===== src/rtl/mc_control_fsm_if.sv =====
// Control bundle between the multi-cycle controller and the datapath.
// master = controller side, slave = datapath / instruction register side.
interface mc_control_fsm_if;
   logic [6:0] opcode;
   logic [2:0] funct3;
   logic       zero;
   logic       mem_ready;
   logic       pc_write;
   logic       ir_write;
   logic       adr_src;
   logic       mem_read;
   logic       mem_write;
   logic       reg_write;
   logic [1:0] alu_src_a;
   logic [1:0] alu_src_b;
   logic [1:0] result_src;
   logic [1:0] imm_src;
   logic [1:0] alu_op;
   logic       mem_timeout;
   logic [3:0] state_dbg;

   modport master (
      input  opcode, funct3, zero, mem_ready,
      output pc_write, ir_write, adr_src, mem_read, mem_write,
      output reg_write, alu_src_a, alu_src_b, result_src,
      output imm_src, alu_op, mem_timeout, state_dbg
   );

   modport slave (
      output opcode, funct3, zero, mem_ready,
      input  pc_write, ir_write, adr_src, mem_read, mem_write,
      input  reg_write, alu_src_a, alu_src_b, result_src,
      input  imm_src, alu_op, mem_timeout, state_dbg
   );
endinterface


===== src/rtl/mc_control_fsm.sv =====
// RV32I multi-cycle main controller (fetch/decode/execute/mem/writeback).
// Define MC_ILLEGAL_TRAP_EN to trap unsupported opcodes instead of NOP.
module mc_control_fsm #(
   parameter int MEM_WAIT_MAX = 15
) (
   input  logic clk,
   input  logic rst,
   mc_control_fsm_if.master bus
`ifdef MC_ILLEGAL_TRAP_EN
   ,
   output logic illegal_instr
`endif
);

   typedef enum logic [3:0] {
      RESET_S  = 4'd0,
      FETCH    = 4'd1,
      DECODE   = 4'd2,
      MEMADR   = 4'd3,
      MEMREAD  = 4'd4,
      MEMWB    = 4'd5,
      MEMWRITE = 4'd6,
      EXEC_R   = 4'd7,
      EXEC_I   = 4'd8,
      ALUWB    = 4'd9,
      BRANCH   = 4'd10,
      JAL      = 4'd11
`ifdef MC_ILLEGAL_TRAP_EN
      ,
      TRAP     = 4'd12
`endif
   } state_t;

   localparam logic [6:0] OP_LD  = 7'b0000011;
   localparam logic [6:0] OP_ST  = 7'b0100011;
   localparam logic [6:0] OP_R   = 7'b0110011;
   localparam logic [6:0] OP_I   = 7'b0010011;
   localparam logic [6:0] OP_BR  = 7'b1100011;
   localparam logic [6:0] OP_JAL = 7'b1101111;
   localparam logic [3:0] MAX_C  = 4'(MEM_WAIT_MAX);

   state_t     state;
   state_t     state_n;
   logic [3:0] cnt;
   logic [3:0] cnt_inc;
   logic       timeout;
   logic       waiting;

   logic is_ld, is_st, is_r, is_i, is_br, is_jal;

   assign is_ld  = (bus.opcode == OP_LD);
   assign is_st  = (bus.opcode == OP_ST);
   assign is_r   = (bus.opcode == OP_R);
   assign is_i   = (bus.opcode == OP_I);
   assign is_br  = (bus.opcode == OP_BR);
   assign is_jal = (bus.opcode == OP_JAL);

   // A memory-facing state that stalls this cycle keeps the FSM in place.
   assign waiting = ((state == FETCH) || (state == MEMREAD) ||
                     (state == MEMWRITE)) && !bus.mem_ready;
   assign cnt_inc = (cnt == MAX_C) ? cnt : cnt + 4'd1;

   always_ff @(posedge clk or posedge rst) begin
      if (rst) begin
         state   <= RESET_S;
         cnt     <= 4'd0;
         timeout <= 1'b0;
      end else begin
         state <= state_n;
         if (waiting) begin
            cnt <= cnt_inc;
            if (cnt_inc == MAX_C)
               timeout <= 1'b1;
         end else begin
            cnt <= 4'd0;
         end
      end
   end

   always_comb begin
      state_n        = state;
      bus.pc_write   = 1'b0;
      bus.ir_write   = 1'b0;
      bus.adr_src    = 1'b0;
      bus.mem_read   = 1'b0;
      bus.mem_write  = 1'b0;
      bus.reg_write  = 1'b0;
      bus.alu_src_a  = 2'b00;
      bus.alu_src_b  = 2'b00;
      bus.result_src = 2'b00;
      bus.alu_op     = 2'b00;
      unique case (state)
         RESET_S: state_n = FETCH;
         FETCH: begin
            bus.mem_read   = 1'b1;
            bus.alu_src_b  = 2'b10;
            bus.result_src = 2'b10;
            if (bus.mem_ready) begin
               bus.ir_write = 1'b1;
               bus.pc_write = 1'b1;
               state_n      = DECODE;
            end
         end
         DECODE: begin
            bus.alu_src_a = 2'b01;
            bus.alu_src_b = 2'b01;
            unique case (1'b1)
               is_ld || is_st: state_n = MEMADR;
               is_r:           state_n = EXEC_R;
               is_i:           state_n = EXEC_I;
               is_br:          state_n = BRANCH;
               is_jal:         state_n = JAL;
`ifdef MC_ILLEGAL_TRAP_EN
               default:        state_n = TRAP;
`else
               default:        state_n = FETCH;
`endif
            endcase
         end
         MEMADR: begin
            bus.alu_src_a = 2'b10;
            bus.alu_src_b = 2'b01;
            state_n       = is_ld ? MEMREAD : MEMWRITE;
         end
         MEMREAD: begin
            bus.mem_read = 1'b1;
            bus.adr_src  = 1'b1;
            if (bus.mem_ready)
               state_n = MEMWB;
         end
         MEMWB: begin
            bus.result_src = 2'b01;
            bus.reg_write  = 1'b1;
            state_n        = FETCH;
         end
         MEMWRITE: begin
            bus.adr_src   = 1'b1;
            bus.mem_write = 1'b1;
            if (bus.mem_ready)
               state_n = FETCH;
         end
         EXEC_R: begin
            bus.alu_src_a = 2'b10;
            bus.alu_op    = 2'b10;
            state_n       = ALUWB;
         end
         EXEC_I: begin
            bus.alu_src_a = 2'b10;
            bus.alu_src_b = 2'b01;
            bus.alu_op    = 2'b10;
            state_n       = ALUWB;
         end
         ALUWB: begin
            bus.reg_write = 1'b1;
            state_n       = FETCH;
         end
         BRANCH: begin
            bus.alu_src_a = 2'b10;
            bus.alu_op    = 2'b01;
            bus.pc_write  = ((bus.funct3 == 3'b000) && bus.zero) ||
                            ((bus.funct3 == 3'b001) && !bus.zero);
            state_n       = FETCH;
         end
         JAL: begin
            bus.alu_src_a = 2'b01;
            bus.alu_src_b = 2'b10;
            bus.pc_write  = 1'b1;
            state_n       = ALUWB;
         end
`ifdef MC_ILLEGAL_TRAP_EN
         TRAP: state_n = TRAP;
`endif
         default: state_n = RESET_S;
      endcase
   end

   always_comb begin
      bus.imm_src = 2'b00;
      unique case (1'b1)
         is_st:   bus.imm_src = 2'b01;
         is_br:   bus.imm_src = 2'b10;
         is_jal:  bus.imm_src = 2'b11;
         default: bus.imm_src = 2'b00;
      endcase
   end

   assign bus.mem_timeout = timeout;
   assign bus.state_dbg   = state;

`ifdef MC_ILLEGAL_TRAP_EN
   assign illegal_instr = (state == TRAP);
`endif

endmodule


===== src/flat_wrapper.sv =====
// flat-port wrapper written by rule: the top's interface ports become plain ports
module mc_control_fsm_flat 
#(
   parameter int MEM_WAIT_MAX = 15
)
  (clk, rst, bus_opcode, bus_funct3, bus_zero, bus_mem_ready, bus_pc_write, bus_ir_write, bus_adr_src, bus_mem_read, bus_mem_write, bus_reg_write, bus_alu_src_a, bus_alu_src_b, bus_result_src, bus_imm_src, bus_alu_op, bus_mem_timeout, bus_state_dbg);
  mc_control_fsm_if bus_i ();
  input  logic clk;
  input  logic rst;
  input wire logic [$bits(bus_i.opcode)-1:0] bus_opcode;
  input wire logic [$bits(bus_i.funct3)-1:0] bus_funct3;
  input wire logic [$bits(bus_i.zero)-1:0] bus_zero;
  input wire logic [$bits(bus_i.mem_ready)-1:0] bus_mem_ready;
  output wire logic [$bits(bus_i.pc_write)-1:0] bus_pc_write;
  output wire logic [$bits(bus_i.ir_write)-1:0] bus_ir_write;
  output wire logic [$bits(bus_i.adr_src)-1:0] bus_adr_src;
  output wire logic [$bits(bus_i.mem_read)-1:0] bus_mem_read;
  output wire logic [$bits(bus_i.mem_write)-1:0] bus_mem_write;
  output wire logic [$bits(bus_i.reg_write)-1:0] bus_reg_write;
  output wire logic [$bits(bus_i.alu_src_a)-1:0] bus_alu_src_a;
  output wire logic [$bits(bus_i.alu_src_b)-1:0] bus_alu_src_b;
  output wire logic [$bits(bus_i.result_src)-1:0] bus_result_src;
  output wire logic [$bits(bus_i.imm_src)-1:0] bus_imm_src;
  output wire logic [$bits(bus_i.alu_op)-1:0] bus_alu_op;
  output wire logic [$bits(bus_i.mem_timeout)-1:0] bus_mem_timeout;
  output wire logic [$bits(bus_i.state_dbg)-1:0] bus_state_dbg;
  assign bus_i.opcode = bus_opcode;
  assign bus_i.funct3 = bus_funct3;
  assign bus_i.zero = bus_zero;
  assign bus_i.mem_ready = bus_mem_ready;
  assign bus_pc_write = bus_i.pc_write;
  assign bus_ir_write = bus_i.ir_write;
  assign bus_adr_src = bus_i.adr_src;
  assign bus_mem_read = bus_i.mem_read;
  assign bus_mem_write = bus_i.mem_write;
  assign bus_reg_write = bus_i.reg_write;
  assign bus_alu_src_a = bus_i.alu_src_a;
  assign bus_alu_src_b = bus_i.alu_src_b;
  assign bus_result_src = bus_i.result_src;
  assign bus_imm_src = bus_i.imm_src;
  assign bus_alu_op = bus_i.alu_op;
  assign bus_mem_timeout = bus_i.mem_timeout;
  assign bus_state_dbg = bus_i.state_dbg;
  mc_control_fsm #(.MEM_WAIT_MAX(MEM_WAIT_MAX)) u_core (.clk(clk), .rst(rst), .bus(bus_i));
endmodule

===== config.mk =====
export PLATFORM = sky130hd
export DESIGN_NAME = mc_control_fsm_flat
export DESIGN_NICKNAME = d
export VERILOG_FILES = /design/src/rtl/mc_control_fsm_if.sv /design/src/rtl/mc_control_fsm.sv /design/src/flat_wrapper.sv
export SDC_FILE = /design/constraint.sdc
export NUM_CORES = 1
export LEC_CHECK = 0
export ABC_AREA = 1
export CORE_MARGIN = 1.5
export CORE_UTILIZATION = 40
export CTS_CLUSTER_SIZE = 30
export DETAILED_ROUTE_END_ITERATION = 10
export PLACE_DENSITY = 0.83
export SLEW_MARGIN = 15
export SYNTH_ARGS = -nofsm -noshare
export SYNTH_HDL_FRONTEND = slang
export SYNTH_SLANG_ARGS = --single-unit
export TNS_END_PERCENT = 20

===== constraint.sdc =====
create_clock -name clk -period 1.5 [get_ports clk]
set_input_delay 0.3 -clock clk [delete_from_list [all_inputs] [get_ports clk]]
set_output_delay 0.3 -clock clk [all_outputs]
set_load 0.1 [all_outputs]

==> results.tsv, run 1 <==
stage	metric	value	unit
place	place_congestion	0.8743	
synthesis	synth-seq-cells	9	
place	portBuffers	34	
run_status	error	[ERROR DPL-0038] Utilization greater than 100%, impossible to legalize	
clock_network	postCtsSetupRepairBufs	5	
place	pre_cts_slack	-0.4058	ns
floorplanning	die_w	46.65	um
synthesis	syn_area_per_cell	6.145	um2
place	dp_hpwl	3056	um
clock_network	h-tree-depth	1	
synthesis	synth_cell_types	21	
synthesis	synth_warnings	0	
run_status	stop_stage	4_1_cts	
clock_network	cts-hold-fix-buffers	0	
clock_network	numCtsBuffers	3	
floorplanning	die_h	46.65	um
synthesis	syn_area	762.0	um2
clock_network	cts_sinks	9	
clock_network	cts-root-buf	clkbuf_4	
synthesis	yosysSeqAreaShare	0.2956	
synthesis	syn_inst	124	
floorplanning	fp-row-count	15	
clock_network	clockBufferDepth	2	
run_status	status	did not finish	
floorplanning	ios	35	
floorplanning	floorplan.initialDensity	0.4319	
clock_network	cts_resized	50	
synthesis	syn_nets	139	
-- synthesized netlist by cell type, drive strengths merged --
library cell	instances	area (um2)
nand2	42	162.6
a22oi	1	7.510
xnor2	1	8.760
a21oi	4	20.02
ha	1	12.51
o21ai	12	71.32
nor3	2	10.01
dfrtp	9	225.2
nand3	7	40.04
o21a	1	7.510
nor2	21	107.6
a31oi	1	6.260
inv	22	82.58
-- cells by family after synthesis --
| group | synth area share |
|---|---|
| AO/OA/AOI/OAI | 0.1478 |
| AND/OR/NAND/NOR | 0.4204 |
| flip-flops | 0.2956 |
| buffers and inverters | 0.1084 |
| adder cells (fa/ha/maj) | 0.01642 |
| XOR/XNOR | 0.01150 |
-- metrics by stage --
stage,std cells,area [um2],setup TNS [ns],utilization
3_3_place_gp,212,1684,-1.152,0.9546
2_1_floorplan,124,884.6,-12.39,-
3_5_place_dp,212,1684,-2.985,0.9546
==> run 2: changes to the inputs <==
--- a/config.mk
+++ b/config.mk
@@ -6,11 +6,10 @@
 export NUM_CORES = 1
 export LEC_CHECK = 0
 export ABC_AREA = 1
-export CORE_MARGIN = 1.5
-export CORE_UTILIZATION = 40
-export CTS_CLUSTER_SIZE = 30
+export CORE_AREA = 2 2 63 65
 export DETAILED_ROUTE_END_ITERATION = 10
-export PLACE_DENSITY = 0.83
+export DIE_AREA = 0 0 65 67
+export PLACE_DENSITY_LB_ADDON = 0.15
 export SLEW_MARGIN = 15
 export SYNTH_ARGS = -nofsm -noshare
 export SYNTH_HDL_FRONTEND = slang
==> run 2 against run 1 <==
Against the previous run: the flow now finishes, with violations (setup timing); synthesized cell count unchanged; synthesized area unchanged.
==> results.tsv, run 2 <==
stage	metric	value	unit	change
grt	grt_remaining_overflow	0		
floorplanning	die-area	4355	um2	
place	placed_area	1705	um2	+1.3%
worst_setup_path	worstPathMaxFanout	4		
grt	grtUsageMet3	0.03041		
finish	synthToLayoutAreaGrowth	143.2	%	
floorplanning	fp-row-count	22		+7
finish	drive_above_1_share	0.5253		
worst_setup_path	cp_top_family	flip-flops		
worst_setup_path	crit_path_cell_trace	inv_4, nand2_4, nor2_8, clkinvlp_4, o21ai_4, buf_12		
worst_setup_path	worst-setup-path-type	reg -> out		
job	maxCapViolations	0		
grt	grtUsageMet2	0.2307		
synthesis	synth-seq-cells	9		unchanged
synthesis	synth_common_cells	nand2_1 (40), inv_1 (20), nor2_1 (17)		
place	place_congestion	0.7361		-16%
worst_setup_path	critPathBufInv	3		
grt	grt_pass1_wl	4312	um	
floorplanning	ios	35		unchanged
place	dp_cells	234		+10%
floorplanning	die_h	67	um	+44%
route	vias_per_cell	4.114		
worst_setup_path	cpPeakStageDelay	0.49	ns	
clock_network	numCtsBuffers	3		unchanged
sta	hold_viol_final	0		
synthesis	yosysTopAreaCell	dfrtp_1		
clock_network	h-tree-depth	1		unchanged
synthesis	yosysSeqAreaShare	0.2956		unchanged
run_status	status	complete, but fails checks		
synthesis	syn_nets	139		unchanged
finish	mostFrequentLayoutCell	nand2_1		
finish	multi_input_area	600.6	um2	
route	drtAntennaViolNets	0		
worst_setup_path	critPathCaptureType	primary output		
sta	max_freq	549.7	MHz	
sta	worst_pin_slew	0.3445	ns	
sta	setup_viol	15		
worst_setup_path	crit_slowest_cell	dfrtp_4		
synthesis	syn_area_per_cell	6.145	um2	unchanged
synthesis	synth_top_area_share	0.2956		unchanged
worst_hold_path	min_path_type	in -> async		
floorplanning	core_area	3606	um2	
power	vdd_ir_drop_max	1.223	mV	
run_status	violations	setup timing		
floorplanning	floorplan.initialDensity	0.2113		-0.2206
worst_setup_path	crit_path_start_kind	register		
synthesis	async_reset_ff_frac	1.000		unchanged
route	drc	0		
synthesis	synth_warnings	0		unchanged
clock_network	insertion_delay	0.23	ns	
route	dr_total_vias	1012		
route	drt-initial-drc-count	20		
floorplanning	die_w	65	um	+39%
sta	fin_crit	1.819	ns	
grt	grt_pass1_vias	1024		
finish	diodes	0		
clock_network	cts-hold-fix-buffers	0		unchanged
route	wl_per_cell	10.64	um	
synthesis	syn_inst	124		unchanged
synthesis	synth_cell_types	21		unchanged
synthesis	synth_edf_count	0		unchanged
finish	n_fill_cell	347		
synthesis	syn_area	762.0	um2	unchanged
clock_network	cts_sinks	9		unchanged
synthesis	synthFlopType	dfrtp_1		
grt	use_met1	0.1481		
place	portBuffers	34		unchanged
sta	rsz0062_at_grt	true		
sta	relSlewSlack	0.7701		
worst_setup_path	cp.required	1.20	ns	
clock_network	clockBufferDepth	2		unchanged
clock_network	cts-root-buf	clkbuf_8		
sta	maxSlewViolCount	0		
grt	grt_usage	0.1270		
synthesis	ys_top_cells_by_area	dfrtp_1 (30%), nand2_1 (20%), inv_1 (9.9%)		
grt	busiest_layer	met2		
power	p_leak	0.0008617	uW	
grt	grt_max_degree	10		
worst_setup_path	arrival	1.52	ns	
grt	antenna_found_initial	0		
finish	regArea	240.2	um2	
synthesis	yosysMostFrequentCell	nand2_1		
sta	finalClockSkew	0.002640	ns	
sta	period_share	1.213		
finish	num-nets-final	214		
power	powerDensity	2336	nW/um2	
place	dp_hpwl	2170	um	-29%
clock_network	clk_pin_slew	0.04	ns	
sta	setup_ws	-0.3192	ns	
route	routed_wirelength	2617	um	
finish	final_cells	246		
clock_network	cts_tree	done		
finish	final_cell_mix	nand2_1 (35), buf_4 (34), buf_12 (21)		
route	first_pass_iters	4		
finish	fin_area	1853	um2	
run 2: cell counts after synthesis:
No cell type changed its count.
run 2: kinds of logic after synthesis:
group	count (synthesis)	share of synthesized area
xor+xnor	1	0.01150
simple gates	72	0.4204
buf+inv	22	0.1084
compound gates	19	0.1478
fa+ha+maj	1	0.01642
flops	9	0.2956
run 2: final timing paths:
kind / start / endpoint / slack (ns) / cells after the start
max in group asynchronous: rst / u_core.bus.state_dbg[1] / 0.87 / 2
worst max register to register: u_core.bus.state_dbg[2] / u_core.bus.mem_timeout / -0.01 / 8
worst min-delay path: rst / u_core.bus.mem_timeout / 0.34 / 2
worst max-delay path: u_core.bus.state_dbg[2] / bus_pc_write / -0.32 / 6
worst min register to register: u_core.bus.mem_timeout / u_core.bus.mem_timeout / 0.52 / 2
min in group clk: u_core.bus.mem_timeout / u_core.bus.mem_timeout / 0.52 / 2
run 2: report_power, final:
group	internal, uW	leakage [uW]	total [uW]	switching [uW]
Sequential	333	0.000109	424	91.8
Combinational	1320	0.000730	3630	2310
Clock	184	0.0000228	272	87.5
run 2: per-layer routing:
layer | part of all wire | up-vias
met5 | 0 | -
met4 | 0.0084 | 0
met3 | 0.036 | 2
met2 | 0.54 | 24
met1 | 0.42 | 452
li1 | - | 534
run 2: repair_timing:
action	in CTS	in global routing
pin swaps	11	5
setup buffers	8	0
gates resized for setup	29	4
setup endpoints to repair	20	23
run 2: metrics by stage:
stage | setup WS, ns | hold WS, ns | TNS (ns) | utilization | total power, uW
finish | -0.3192 | 0.3437 | -3.062 | 0.5139 | 4328
global route | -0.3805 | 0.3820 | -4.407 | 0.5139 | 4524
CTS | -0.3394 | 0.3559 | -3.276 | 0.5108 | 4353
detailed placement | -0.3534 | 0.5135 | -1.820 | 0.4729 | 3990
global placement | -0.2506 | 0.5157 | -1.276 | 0.4729 | 3969
floorplan | -0.9182 | 0.1280 | -12.39 | - | 2610
run 2: area by class of cell:
type | count | area share
Clock buffer | 4 | 0.02431
Inverter | 22 | 0.05064
Multi-Input combinational cell | 93 | 0.3241
Sequential cell | 9 | 0.1296
Tap cell | 48 | 0.03241
Timing Repair Buffer | 70 | 0.4389
Note: power is estimated with default switching activity, not from simulation.
